## config.mk

```make
export PLATFORM = sky130hd
export DESIGN_NAME = i2s_slave_tx
export DESIGN_NICKNAME = d
export VERILOG_FILES = /design/src/rtl/i2s_slave_tx.sv
export SDC_FILE = /design/constraint.sdc
export NUM_CORES = 1
export LEC_CHECK = 0
export CAP_MARGIN = 10
export CORE_ASPECT_RATIO = 1.2
export CORE_UTILIZATION = 48
export CTS_BUF_LIST = sky130_fd_sc_hd__clkbuf_4 sky130_fd_sc_hd__clkbuf_8
export CTS_CLUSTER_DIAMETER = 30
export DETAILED_ROUTE_END_ITERATION = 7
export PLACE_DENSITY = 0.72
export SYNTH_ARGS = -nofsm -noshare
export SYNTH_HDL_FRONTEND = slang
export SYNTH_SLANG_ARGS = --single-unit
```

## constraint.sdc

```tcl
create_clock -name sck -period 3.65 [get_ports sck]
set_input_delay 0.73 -clock sck [delete_from_list [all_inputs] [get_ports sck]]
set_output_delay 0.73 -clock sck [all_outputs]
set_load 0.02 [all_outputs]
```

## src/rtl/i2s_slave_tx.sv

```systemverilog
// I2S slave-mode transmitter: a one-pair holding buffer feeds an MSB-first shift register
// that is framed by the externally supplied sck/ws, with underflow flagged when a frame starts empty.
module i2s_slave_tx #(
  parameter int unsigned WIDTH = 24
) (
  input  logic             sck,
  input  logic             reset,
  input  logic             ws,
  input  logic [WIDTH-1:0] sample_left,
  input  logic [WIDTH-1:0] sample_right,
  input  logic             sample_valid,
  output logic             sample_ready,
  output logic             sd,
  output logic             underflow
);

  localparam int unsigned CW = $clog2(WIDTH + 1);

  logic             ws_q, ws_d;
  logic             synced_q, synced_d;
  logic [WIDTH-1:0] hold_l_q, hold_l_d;
  logic [WIDTH-1:0] hold_r_q, hold_r_d;
  logic             hold_full_q, hold_full_d;
  logic [WIDTH-1:0] cur_r_q, cur_r_d;
  logic [WIDTH-1:0] shift_q, shift_d;
  logic [CW-1:0]    bcnt_q, bcnt_d;
  logic             underflow_q, underflow_d;
  logic             fall, rise;

  assign fall = ws_q & ~ws;
  // A rising ws edge only counts once a left slot has established frame alignment.
  assign rise = ~ws_q & ws & synced_q;

  always_comb begin
    ws_d        = ws;
    synced_d    = synced_q;
    hold_l_d    = hold_l_q;
    hold_r_d    = hold_r_q;
    hold_full_d = hold_full_q;
    cur_r_d     = cur_r_q;
    shift_d     = shift_q;
    bcnt_d      = bcnt_q;
    underflow_d = 1'b0;

    if (fall) begin
      synced_d = 1'b1;
      bcnt_d   = CW'(1);
      if (hold_full_q) begin
        shift_d     = hold_l_q;
        cur_r_d     = hold_r_q;
        hold_full_d = 1'b0;
      end else begin
        shift_d     = '0;
        cur_r_d     = '0;
        underflow_d = 1'b1;
      end
    end else if (rise) begin
      shift_d = cur_r_q;
      bcnt_d  = CW'(1);
    end else if (bcnt_q < CW'(WIDTH)) begin
      shift_d = {shift_q[WIDTH-2:0], 1'b0};
      bcnt_d  = bcnt_q + CW'(1);
    end else begin
      shift_d = '0;
    end

    // Accept needs an empty buffer and consume needs a full one, so the two never collide.
    if (sample_valid && !hold_full_q) begin
      hold_l_d    = sample_left;
      hold_r_d    = sample_right;
      hold_full_d = 1'b1;
    end
  end

  always_ff @(posedge sck or negedge reset) begin
    if (!reset) begin
      ws_q        <= 1'b0;
      synced_q    <= 1'b0;
      hold_l_q    <= '0;
      hold_r_q    <= '0;
      hold_full_q <= 1'b0;
      cur_r_q     <= '0;
      shift_q     <= '0;
      bcnt_q      <= '0;
      underflow_q <= 1'b0;
    end else begin
      ws_q        <= ws_d;
      synced_q    <= synced_d;
      hold_l_q    <= hold_l_d;
      hold_r_q    <= hold_r_d;
      hold_full_q <= hold_full_d;
      cur_r_q     <= cur_r_d;
      shift_q     <= shift_d;
      bcnt_q      <= bcnt_d;
      underflow_q <= underflow_d;
    end
  end

  assign sd           = shift_q[WIDTH-1];
  assign sample_ready = ~hold_full_q;
  assign underflow    = underflow_q;

endmodule

```

==> metrics.txt <==
# diodes=0; Leak=2.31 nW; top_reg_cell synth=dfrtp_1; mean post-synth cell area=12.9 sq um; I/O pin cnt=55; Syn Inst Count=321; Root Buffer=clkbuf_8; Detail Route Antenna Nets=0; Hold Vio Cnt, Final=0; crit path cell chain=buf_4 -> inv_1 -> clkdlybuf4s50_1; WP data required=2.92 ns; Final min period=2.50 ns; GPL Wtd Cong=0.739; final instance area=4990 sq um; Max Cap Viol=0; layout cells sized above 1=20.0%; Vias=2604; # hold bufs at CTS=0; initial antenna violation count=0; Yosys reg bits=105; most common cell in the netlist=dfrtp_1; H-tree depth=3; die area=9030 sq um; CTS buffer count=9; slew of the pin with the lowest slew margin=0.984 ns; number of synthesized flops with an enable pin=0; Rel. slew slack=34.2%; path type of the worst min-delay path=in -> async; final WL=7580 microns; port bufs=54; CP Class=reg -> out; synthesized area=4160 sq um; Post-CTS Setup Inserts=0; largest net degree at the start of global routing=68; CP arrival=1.77 ns; Residual DRC=0; core box area=8240 sq um; clock slew at reported path FFs=0.09 ns; vias per std cell=5.33; Area Growth Syn to Fin=20.0%; top post-synthesis cells by area=dfrtp_1, mux2_2, a221o_1; TNS Setup=0 ns; Cell Rows=36; CTS tree=done; P per Cell Area=616 nW/um^2; Routed wire per std cell=15.5 microns; Startpoint Class=flip-flop; crit-path max FO=52; Skew-Pair Late Insertion Delay=0.37 ns; Worst setup EP type=output pin; status=complete, no violations; Sink Count=105; Starting Density=50.4%; CTS max path bufs=2; crit-path max cell delay=0.55 ns; Yosys warnings=0; Max Fclk=401 MHz; vias in the first global route=2781; unrepaired setup endpoints after global routing=false; CP top delay family=buffers and inverters; Async SR Flop Fraction=100%; fill count=680; Initial DRT Pass Iterations=4; PostCTS Resize Cnt=0; Final Skew=0.00765 ns; placed inst area=4790 sq um; overall global routing resource usage=18.9%; Final Slew Violations=0; sequential area share after synthesis=63.2%; share of the synthesized area in the top cell type=63.2%; HPWL after DPL=4860 microns; area leader, netlist=dfrtp_1; Die Y=104 microns; Netlist cell types=26; drt first-iter violations=165; Post-Syn Nets=374; slowest CP cell=clkdlybuf4s50_1; part of the cycle the worst path needs=68.4%; Final setup viols=0; Post-layout nets=423; Die Wd=86.9 microns; GRT Residual Overflow=0; first-pass GRT wire length=13100 microns; CP bufs+invs=3; synth cell count leaders=dfrtp_1, nand2_1, mux2_2, nand3_1; Max VDD drop=0.279 mV
-- flip-flops by register name, summed over array words and instances (netlist names) --
signal and count:
shift_q 24, underflow 1, hold_r_q 24, synced_q 1, cur_r_q 24, bcnt_q 5
hold_full_q 1, hold_l_q 24, ws_q 1
-- cell type report --
cell class	count	area, sq um	area share (%)
flip-flops and latches	105	2630	52.7
multi-input cells	192	1410	28.3
repair buffers	61	603	12.1
clock buffers	12	146	2.94
well taps	114	143	2.86
clock inverters	4	53.8	1.08
inverters	1	3.75	0.0753
-- cell usage in the layout (no fill, tap or decap) --
cell type,instances
a32o_1,1
nand3_1,26
inv_1,1
a31oi_1,2
a211oi_4,1
a21oi_1,1
nor2b_4,2
buf_12,1
a221o_1,23
buf_4,7
ha_1,1
xnor2_1,2
a21boi_0,1
nor2_1,4
clkinvlp_4,2
clkbuf_8,9
clkbuf_4,3
dfrtp_1,105
mux2_2,48
a211oi_1,1
clkdlybuf4s50_1,53
bufinv_16,1
nand2b_1,3
nand2_1,50
and3_1,23
and3b_1,1
clkinv_4,1
a21o_1,1
or2b_1,1
-- path summary, 6_finish.rpt --
check | from | end | slack [ns] | cells after the start
hold reg to reg | cur_r_q[17] | cur_r_q[17] | 0.47 | 2
hold / removal | reset | hold_r_q[15] | 0.43 | 1
max in group asynchronous | reset | cur_r_q[7] | 2.40 | 2
setup / recovery | hold_full_q | sample_ready | 1.15 | 3
min in group sck | cur_r_q[17] | cur_r_q[17] | 0.47 | 2
setup reg to reg | hold_full_q | hold_r_q[7] | 1.62 | 4
-- stage by stage --
stage | worst slack, ns | utilization, % | instances | power [W] | hold WS (ns)
2_1_floorplan | 1.82 | - | 321 | 0.00215 | 0.427
3_3_place_gp | 1.06 | 58.1 | 473 | 0.00235 | 0.450
3_5_place_dp | 1.00 | 58.1 | 473 | 0.00239 | 0.456
4_1_cts | 1.14 | 60.5 | 489 | 0.00310 | 0.476
5_1_grt | 1.04 | 60.5 | 489 | 0.00326 | 0.496
6_report | 1.15 | 60.5 | 489 | 0.00307 | 0.434
-- worst register-to-register path, delay by kind of cell, from the launching register on --
family                 cells  cell delay (ns)
buffers and inverters      2             0.58
and+or+nand+nor            1             0.59
muxes                      1             0.38
DFF                        1             0.37
-- report_power, final --
part           total [W]  switching (W)  internal (W)
logic           0.000631       0.000263      0.000367
registers        0.00172       0.000192       0.00153
clock network   0.000717       0.000375      0.000342
-- kinds of logic (layout without fill, tap and decap cells) --
group	Yosys count	after routing	synth area share [%]
and+or+nand+nor	110	110	12.6
DFF	105	105	63.2
adders and majority gates	1	1	0.301
muxes	48	48	13.0
buffers and inverters	24	78	3.19
AOI/OAI and AO/OA	31	31	7.23
xor gates and xnor gates	2	2	0.422
-- routing by layer --
layer	up-vias	share of wire, %	global-route usage, %
met5	-	0	0
met4	0	2.6	10.1
met3	16	3.8	3.17
met2	58	49	29.1
met1	1292	45	25.6
li1	1238	-	-
Power figures use the tool's default switching activity.
